--- src/rtl/ctrl_pkg.sv ---
// Shared definitions for the hardwired control unit: opcodes, ALU codes,
// FSM state encoding, instruction classes and the packed control word.
package ctrl_pkg;

   localparam int DATA_WIDTH = 32;
   localparam int OPCODE_W   = 5;

   localparam logic [4:0] OP_LD   = 5'b00000;
   localparam logic [4:0] OP_LDI  = 5'b00001;
   localparam logic [4:0] OP_ST   = 5'b00010;
   localparam logic [4:0] OP_ADD  = 5'b00011;
   localparam logic [4:0] OP_SUB  = 5'b00100;
   localparam logic [4:0] OP_AND  = 5'b00101;
   localparam logic [4:0] OP_OR   = 5'b00110;
   localparam logic [4:0] OP_ADDI = 5'b01100;
   localparam logic [4:0] OP_ANDI = 5'b01101;
   localparam logic [4:0] OP_ORI  = 5'b01110;
   localparam logic [4:0] OP_BR   = 5'b10010;
   localparam logic [4:0] OP_JR   = 5'b10100;
   localparam logic [4:0] OP_JAL  = 5'b10101;
   localparam logic [4:0] OP_IN   = 5'b10110;
   localparam logic [4:0] OP_OUT  = 5'b10111;
   localparam logic [4:0] OP_MFHI = 5'b11000;
   localparam logic [4:0] OP_MFLO = 5'b11001;
   localparam logic [4:0] OP_NOP  = 5'b11010;
   localparam logic [4:0] OP_HALT = 5'b11011;

   localparam logic [4:0] ALU_ADD = 5'b00011;
   localparam logic [4:0] ALU_AND = 5'b00101;
   localparam logic [4:0] ALU_OR  = 5'b00110;

   typedef enum logic [3:0] {
      ST_RESET = 4'd0,
      ST_T0    = 4'd1,
      ST_T1    = 4'd2,
      ST_T2    = 4'd3,
      ST_T3    = 4'd4,
      ST_T4    = 4'd5,
      ST_T5    = 4'd6,
      ST_T6    = 4'd7,
      ST_T7    = 4'd8,
      ST_HALT  = 4'd9
   } state_t;

   typedef enum logic [3:0] {
      CL_ALU  = 4'd0,
      CL_ALUI = 4'd1,
      CL_LDI  = 4'd2,
      CL_LD   = 4'd3,
      CL_ST   = 4'd4,
      CL_BR   = 4'd5,
      CL_JR   = 4'd6,
      CL_JAL  = 4'd7,
      CL_IN   = 4'd8,
      CL_OUT  = 4'd9,
      CL_MFHI = 4'd10,
      CL_MFLO = 4'd11,
      CL_NOP  = 4'd12,
      CL_HALT = 4'd13
   } iclass_t;

   typedef struct packed {
      logic       hi_out;
      logic       lo_out;
      logic       zhi_out;
      logic       zlo_out;
      logic       pc_out;
      logic       mdr_out;
      logic       inport_out;
      logic       c_out;
      logic       mar_in;
      logic       z_in;
      logic       pc_in;
      logic       mdr_in;
      logic       ir_in;
      logic       y_in;
      logic       hi_in;
      logic       lo_in;
      logic       con_in;
      logic       outport_in;
      logic       gra;
      logic       grb;
      logic       grc;
      logic       r_in;
      logic       r_out;
      logic       ba_out;
      logic [4:0] opcode;
      logic       inc_pc;
      logic       mem_read;
      logic       mem_write;
      logic       mem_enable;
      logic       run;
   } ctrl_t;

   // ALU operation for the immediate-form instructions
   function automatic logic [4:0] alu_imm_op(input logic [4:0] op);
      logic [4:0] res;
      case (op)
         OP_ANDI: res = ALU_AND;
         OP_ORI:  res = ALU_OR;
         default: res = ALU_ADD;
      endcase
      return res;
   endfunction

endpackage

--- src/rtl/ctrl_opcode_decode.sv ---
// Maps the instruction opcode to an execute class and the index of the
// last T-state of its execute sequence (3..7).
module ctrl_opcode_decode
   import ctrl_pkg::*;
(
   input  logic [OPCODE_W-1:0] op,
   output iclass_t             cls,
   output logic [2:0]          last_t
);

   // Classify the opcode; anything unassigned behaves as nop
   always_comb begin
      cls    = CL_NOP;
      last_t = 3'd3;
      case (op)
         OP_ADD, OP_SUB, OP_AND, OP_OR: begin cls = CL_ALU;  last_t = 3'd5; end
         OP_ADDI, OP_ANDI, OP_ORI:      begin cls = CL_ALUI; last_t = 3'd5; end
         OP_LDI:  begin cls = CL_LDI;  last_t = 3'd5; end
         OP_LD:   begin cls = CL_LD;   last_t = 3'd7; end
         OP_ST:   begin cls = CL_ST;   last_t = 3'd7; end
         OP_BR:   begin cls = CL_BR;   last_t = 3'd6; end
         OP_JR:   begin cls = CL_JR;   last_t = 3'd3; end
         OP_JAL:  begin cls = CL_JAL;  last_t = 3'd4; end
         OP_IN:   begin cls = CL_IN;   last_t = 3'd3; end
         OP_OUT:  begin cls = CL_OUT;  last_t = 3'd3; end
         OP_MFHI: begin cls = CL_MFHI; last_t = 3'd3; end
         OP_MFLO: begin cls = CL_MFLO; last_t = 3'd3; end
         OP_HALT: begin cls = CL_HALT; last_t = 3'd3; end
         default: begin cls = CL_NOP;  last_t = 3'd3; end
      endcase
   end

endmodule

--- src/rtl/hardwired_control_unit.sv ---
// Moore control FSM driving every datapath strobe: shared fetch T0-T2,
// per-opcode execute T3..T7, and a sticky HALT state left only by clear.
module hardwired_control_unit
   import ctrl_pkg::*;
#(
   parameter int DATA_WIDTH = 32
) (
   input  logic                  Clock,
   input  logic                  clear,
   input  logic [DATA_WIDTH-1:0] IR,
   input  logic                  con_ff_bit,
   output logic HIout, output logic LOout, output logic Zhi_out, output logic Zlo_out,
   output logic PCout, output logic MDRout, output logic Inport_out, output logic Cout,
   output logic MARin, output logic Zin, output logic PCin, output logic MDRin,
   output logic IRin, output logic Yin, output logic HIin, output logic LOin,
   output logic CONin, output logic outport_in,
   output logic Gra, output logic Grb, output logic Grc,
   output logic Rin, output logic Rout, output logic BAout,
   output logic [4:0] opcode,
   output logic IncPC,
   output logic Mem_Read, output logic Mem_Write, output logic Mem_enable512x32,
   output logic run
);

   state_t        state_r;
   state_t        next_state_s;
   iclass_t       cls_s;
   logic [2:0]    last_t_s;
   logic [4:0]    ir_op_s;
   ctrl_t         ctrl_s;
   logic          unused_ir_s;

   assign ir_op_s     = IR[DATA_WIDTH-1 -: OPCODE_W];
   assign unused_ir_s = ^IR[DATA_WIDTH-OPCODE_W-1:0];

   ctrl_opcode_decode u_decode (
      .op     (ir_op_s),
      .cls    (cls_s),
      .last_t (last_t_s)
   );

   // State register; clear aborts any instruction immediately
   always_ff @(posedge Clock or negedge clear) begin
      if (!clear) begin
         state_r <= ST_RESET;
      end else begin
         state_r <= next_state_s;
      end
   end

   // Next-state: fetch chain, then leave at the class's last T-state
   always_comb begin
      next_state_s = ST_RESET;
      case (state_r)
         ST_RESET: next_state_s = ST_T0;
         ST_T0:    next_state_s = ST_T1;
         ST_T1:    next_state_s = ST_T2;
         ST_T2:    next_state_s = ST_T3;
         ST_T3: begin
            if (cls_s == CL_HALT) begin
               next_state_s = ST_HALT;
            end else if (last_t_s == 3'd3) begin
               next_state_s = ST_T0;
            end else begin
               next_state_s = ST_T4;
            end
         end
         ST_T4:    next_state_s = (last_t_s == 3'd4) ? ST_T0 : ST_T5;
         ST_T5:    next_state_s = (last_t_s == 3'd5) ? ST_T0 : ST_T6;
         ST_T6:    next_state_s = (last_t_s == 3'd6) ? ST_T0 : ST_T7;
         ST_T7:    next_state_s = ST_T0;
         ST_HALT:  next_state_s = ST_HALT;
         default:  next_state_s = ST_RESET;
      endcase
   end

   // Output decode of the registered state (plus IR class and con_ff_bit)
   always_comb begin
      ctrl_s        = '0;
      ctrl_s.opcode = ALU_ADD;
      ctrl_s.run    = 1'b1;
      case (state_r)
         ST_RESET: ctrl_s.opcode = 5'b00000;
         ST_T0: begin
            ctrl_s.pc_out = 1'b1; ctrl_s.inc_pc = 1'b1; ctrl_s.mar_in = 1'b1; ctrl_s.z_in = 1'b1;
         end
         ST_T1: begin
            ctrl_s.zlo_out = 1'b1; ctrl_s.pc_in = 1'b1; ctrl_s.mdr_in = 1'b1;
            ctrl_s.mem_read = 1'b1; ctrl_s.mem_enable = 1'b1;
         end
         ST_T2: begin
            ctrl_s.mdr_out = 1'b1; ctrl_s.ir_in = 1'b1;
         end
         ST_T3: begin
            case (cls_s)
               CL_ALU, CL_ALUI:      begin ctrl_s.grb = 1'b1; ctrl_s.r_out = 1'b1; ctrl_s.y_in = 1'b1; end
               CL_LDI, CL_LD, CL_ST: begin ctrl_s.grb = 1'b1; ctrl_s.ba_out = 1'b1; ctrl_s.y_in = 1'b1; end
               CL_BR:   begin ctrl_s.gra = 1'b1; ctrl_s.r_out = 1'b1; ctrl_s.con_in = 1'b1; end
               CL_JR:   begin ctrl_s.gra = 1'b1; ctrl_s.r_out = 1'b1; ctrl_s.pc_in = 1'b1; end
               CL_JAL:  begin ctrl_s.pc_out = 1'b1; ctrl_s.grb = 1'b1; ctrl_s.r_in = 1'b1; end
               CL_IN:   begin ctrl_s.inport_out = 1'b1; ctrl_s.gra = 1'b1; ctrl_s.r_in = 1'b1; end
               CL_OUT:  begin ctrl_s.gra = 1'b1; ctrl_s.r_out = 1'b1; ctrl_s.outport_in = 1'b1; end
               CL_MFHI: begin ctrl_s.hi_out = 1'b1; ctrl_s.gra = 1'b1; ctrl_s.r_in = 1'b1; end
               CL_MFLO: begin ctrl_s.lo_out = 1'b1; ctrl_s.gra = 1'b1; ctrl_s.r_in = 1'b1; end
               default: begin end
            endcase
         end
         ST_T4: begin
            case (cls_s)
               CL_ALU:  begin ctrl_s.grc = 1'b1; ctrl_s.r_out = 1'b1; ctrl_s.z_in = 1'b1; ctrl_s.opcode = ir_op_s; end
               CL_ALUI: begin ctrl_s.c_out = 1'b1; ctrl_s.z_in = 1'b1; ctrl_s.opcode = alu_imm_op(ir_op_s); end
               CL_LDI, CL_LD, CL_ST: begin ctrl_s.c_out = 1'b1; ctrl_s.z_in = 1'b1; end
               CL_BR:   begin ctrl_s.pc_out = 1'b1; ctrl_s.y_in = 1'b1; end
               CL_JAL:  begin ctrl_s.gra = 1'b1; ctrl_s.r_out = 1'b1; ctrl_s.pc_in = 1'b1; end
               default: begin end
            endcase
         end
         ST_T5: begin
            case (cls_s)
               CL_ALU, CL_ALUI, CL_LDI: begin ctrl_s.zlo_out = 1'b1; ctrl_s.gra = 1'b1; ctrl_s.r_in = 1'b1; end
               CL_LD, CL_ST: begin ctrl_s.zlo_out = 1'b1; ctrl_s.mar_in = 1'b1; end
               CL_BR:        begin ctrl_s.c_out = 1'b1; ctrl_s.z_in = 1'b1; end
               default: begin end
            endcase
         end
         ST_T6: begin
            case (cls_s)
               CL_LD: begin ctrl_s.mdr_in = 1'b1; ctrl_s.mem_read = 1'b1; ctrl_s.mem_enable = 1'b1; end
               CL_ST: begin ctrl_s.gra = 1'b1; ctrl_s.r_out = 1'b1; ctrl_s.mdr_in = 1'b1; end
               CL_BR: begin ctrl_s.zlo_out = 1'b1; ctrl_s.pc_in = con_ff_bit; end
               default: begin end
            endcase
         end
         ST_T7: begin
            case (cls_s)
               CL_LD: begin ctrl_s.mdr_out = 1'b1; ctrl_s.gra = 1'b1; ctrl_s.r_in = 1'b1; end
               CL_ST: begin ctrl_s.mem_write = 1'b1; ctrl_s.mem_enable = 1'b1; end
               default: begin end
            endcase
         end
         ST_HALT: ctrl_s.run = 1'b0;
         default: ctrl_s.opcode = 5'b00000;
      endcase
   end

   assign HIout = ctrl_s.hi_out;         assign LOout = ctrl_s.lo_out;
   assign Zhi_out = ctrl_s.zhi_out;      assign Zlo_out = ctrl_s.zlo_out;
   assign PCout = ctrl_s.pc_out;         assign MDRout = ctrl_s.mdr_out;
   assign Inport_out = ctrl_s.inport_out; assign Cout = ctrl_s.c_out;
   assign MARin = ctrl_s.mar_in;         assign Zin = ctrl_s.z_in;
   assign PCin = ctrl_s.pc_in;           assign MDRin = ctrl_s.mdr_in;
   assign IRin = ctrl_s.ir_in;           assign Yin = ctrl_s.y_in;
   assign HIin = ctrl_s.hi_in;           assign LOin = ctrl_s.lo_in;
   assign CONin = ctrl_s.con_in;         assign outport_in = ctrl_s.outport_in;
   assign Gra = ctrl_s.gra;              assign Grb = ctrl_s.grb;
   assign Grc = ctrl_s.grc;              assign Rin = ctrl_s.r_in;
   assign Rout = ctrl_s.r_out;           assign BAout = ctrl_s.ba_out;
   assign opcode = ctrl_s.opcode;        assign IncPC = ctrl_s.inc_pc;
   assign Mem_Read = ctrl_s.mem_read;    assign Mem_Write = ctrl_s.mem_write;
   assign Mem_enable512x32 = ctrl_s.mem_enable;
   assign run = ctrl_s.run;

endmodule

--- config.mk ---
export PLATFORM = sky130hd
export DESIGN_NAME = hardwired_control_unit
export DESIGN_NICKNAME = d
export VERILOG_FILES = /design/src/rtl/ctrl_pkg.sv /design/src/rtl/ctrl_opcode_decode.sv /design/src/rtl/hardwired_control_unit.sv
export SDC_FILE = /design/constraint.sdc
export NUM_CORES = 1
export LEC_CHECK = 0
export BUFFER_PORTS_ARGS = -buffer_cell sky130_fd_sc_hd__buf_2
export CORE_UTILIZATION = 38
export CTS_CLUSTER_SIZE = 40
export DETAILED_ROUTE_END_ITERATION = 10
export PLACE_DENSITY = 0.73
export SLEW_MARGIN = 10
export SYNTH_ARGS = -nofsm -noshare
export SYNTH_HDL_FRONTEND = slang
export SYNTH_SLANG_ARGS = --single-unit
export TNS_END_PERCENT = 100
--- constraint.sdc ---
create_clock -name Clock -period 1.75 [get_ports Clock]
set_clock_uncertainty 0.2 [all_clocks]
set_input_delay 0.175 -clock Clock [delete_from_list [all_inputs] [get_ports Clock]]
set_output_delay 0.175 -clock Clock [all_outputs]
set_load 0.02 [all_outputs]
==> flow_metrics.py <==
metrics = {
    "outcome": {
        "status": "finished, violations left",
        "violations": "setup timing",
    },
    "critical_path": {
        "path_max_fanout": 6,
        "ff2ff_path_depth": 8,
        "worstSetupPathType": "reg -> out",
        "cp.required_ps": 1370,
        "crit_chain": "nor2b_4 > buf_6 > buf_4 > nand3_1 > o21bai_4 > nor3_2 > buf_4",
        "end_kind": "output pin",
        "max_stage_delay_ps": 410,
        "crit_top_cell": "buf_4",
        "r2r_setup_slack_ps": -140,
        "critPathLaunchType": "flop",
        "arrival_ps": 1940,
        "cpMaxStageDelayCell": "dfrtp_1",
    },
    "clock_network": {
        "cts_buffers": 3,
        "cts_root_buffer": "clkbuf_4",
        "clockBufferDepth": 2,
        "cts_tree": "built",
        "cts_sinks": 4,
        "htree_levels": 1,
        "clock_latency_ps": 280,
        "path_clk_slew_ps": 60,
    },
    "cells_and_area": {
        "multiInputGateArea_sq_mm": 0.00126,
        "largestRegisters": "state_r: 4 flops",
        "largest_reg_flops": 4,
        "fin_nets": 305,
        "diodes": 0,
        "final_core_util_pct": 94.9,
        "top_register": "state_r",
        "seqCellArea_sq_um": 103,
        "fill_cells": 72,
        "area_growth_pct": 129,
        "layout-drive-gt1-share_pct": 66.8,
    },
    "timing": {
        "fmax_mhz": 433,
        "postLayoutSetupSlackWorst_ps": -562,
        "min_period_over_period_pct": 132,
        "final_max_slew_viol_count": 0,
        "setup-violations-final": 31,
        "fin_crit_ps": 2310,
        "rsz0062_at_grt": "true",
        "hold_viol_final": 0,
        "whs_ps": 39.2,
    },
    "placement": {
        "dpl_worst_slack_ps": -328,
        "routabilityCongestion": 0.938,
        "hpwl_mm": 3.12,
        "port_buffers": 36,
    },
    "power_and_ir_drop": {
        "peakVddDrop_uv": 1620,
        "power_density_mw_per_mm2": 1250,
        "p_leak_nw": 1.08,
        "power.total_mw": 3.06,
    },
    "die": {
        "rows": 18,
        "start_util_pct": 41.4,
        "core_area_sq_mm": 0.00257,
        "pin_count": 69,
        "die_h_um": 54.9,
        "dieArea_sq_mm": 0.00301,
        "fp.dieW_um": 54.9,
    },
    "global_routing": {
        "gr-total-overflow": 0,
        "grt_pass1_wl_mm": 7.44,
        "grt_max_degree": 16,
        "grt_use_total_pct": 34.6,
        "first_global_vias": 1601,
        "antenna_found_initial": 0,
    },
    "synthesis": {
        "yosysUniqueCellTypes": 44,
        "yosysMostFrequentCell": "nor2_1",
        "ys_top_cells_by_count": "nor2_1 (20), nand2_1 (16), clkbuf_1 (13)",
        "ys_seq_area_share_pct": 9.42,
        "avgSynthCellArea_sq_um": 6.18,
        "synth_ff_type": "dfrtp_1",
        "ys_ff_latch": 4,
        "ys.warnings.count": 0,
        "netlist_area_sq_mm": 0.00106,
        "synth.area.top_cells": "dfrtp_1 (9.4%), nor2_1 (7.1%), nand2_1 (5.7%)",
        "synth_edf_count": 0,
        "synth_top_area_share_pct": 9.42,
        "synth_top_cell_by_area": "dfrtp_1",
        "async_flop_share_pct": 100,
        "netlist_instances": 172,
    },
    "flow_run": {
        "drv_cap": 0,
    },
    "routing": {
        "viasPerCell": 6.96,
        "wl_mm": 7.49,
        "routed-via-count": 2073,
        "drtAntennaViolNets": 0,
        "firstDrtPassIters": 5,
        "drt_iter0_drc": 192,
        "post_drt_wl_per_cell_um": 25.1,
        "drc": 0,
    },
    "min_path": {
        "hold_path.class": "in -> async",
    },
}
-- cell usage in the layout, fill, tap and decap left out, types with 3 or more instances in the layout --
master | netlist | final
nand2_4 | 0 | 3
o31ai_4 | 0 | 3
nor2_2 | 0 | 5
buf_6 | 2 | 39
nand2b_1 | 5 | 4
o21ai_0 | 5 | 4
nor3_4 | 0 | 4
nand3_1 | 7 | 5
buf_8 | 0 | 4
nand2_1 | 16 | 8
o21ai_1 | 4 | 4
nor3_2 | 0 | 4
and3_1 | 3 | 3
a21oi_2 | 0 | 5
o21a_1 | 5 | 4
nand3b_1 | 3 | 3
nor2_4 | 0 | 3
conb_1 | 1 | 5
buf_2 | 1 | 4
nor2b_4 | 0 | 6
a21oi_1 | 11 | 5
nor2_1 | 20 | 12
buf_4 | 5 | 62
a31oi_1 | 6 | 5
clkbuf_4 | 0 | 3
nand2_2 | 0 | 5
-- metal layers --
metal / vias up / track usage, % / wire [um]
li1: 815 / - / -
met3: 81 / 5.56 / 893
met5: - / 0 / 0
met1: 941 / 38.9 / 2520
met2: 236 / 60.8 / 3360
met4: 0 / 19.2 / 714
-- through the flow --
| stage | area (sq um) | cells | TNS, ps |
|---|---|---|---|
| after global routing | 2440 | 298 | -10870 |
| after floorplan | 1210 | 176 | -740 |
| final | 2440 | 298 | -8720 |
| after detailed placement | 1740 | 279 | -2700 |
| after global placement | 1740 | 279 | -2410 |
| after CTS | 2130 | 291 | -4250 |
-- what timing repair did --
item,4_1_cts,5_1_grt
pin swaps,17,20
buffers inserted,9,9
endpoints found under the setup margin,29,29
endpoints found under the hold margin,4,0
gates resized for setup,82,68
hold buffers,1,0
gates cloned,0,0
-- kinds of logic after synthesis --
logic type             after synthesis  share of synthesized area, %
AND/OR/NAND/NOR                     85                          41.2
AO/OA/AOI/OAI                       51                          32.2
buffers and inverters               26                          12.5
flip-flops                           4                          9.42
XOR/XNOR                             3                          2.47
multiplexers                         2                          1.88
other                                1                         0.353
-- worst paths after layout --
path | startpoint | endpoint
worst max-delay path | state_r[3] | Inport_out
min in group Clock | IR[28] | state_r[3]
worst max register to register | state_r[1] | state_r[2]
max in group asynchronous | clear | state_r[0]
worst min register to register | state_r[3] | state_r[0]
worst min-delay path | clear | state_r[2]
-- worst max-delay path: cells and delay by family (launching register included) --
family | cells | cell delay [ps]
compound gates | 1 | 250
flops | 1 | 410
buf+inv | 3 | 480
simple gates | 3 | 510
-- power breakdown --
| group | total (mW) | leakage, nW | switching (mW) | internal, mW |
|---|---|---|---|---|
| Clock | 0.155 | 0.0138 | 0.0759 | 0.0791 |
| Combinational | 2.68 | 1.02 | 1.43 | 1.25 |
| Sequential | 0.222 | 0.0486 | 0.0850 | 0.137 |
-- area by class of cell --
cell class / count / area share [%]
Inverter: 5 / 0.873
Tap cell: 30 / 1.54
Timing Repair Buffer: 110 / 40.8
Multi-Input combinational cell: 146 / 51.6
Clock buffer: 3 / 0.924
Sequential cell: 4 / 4.21
(Power assumes the default switching activity.)
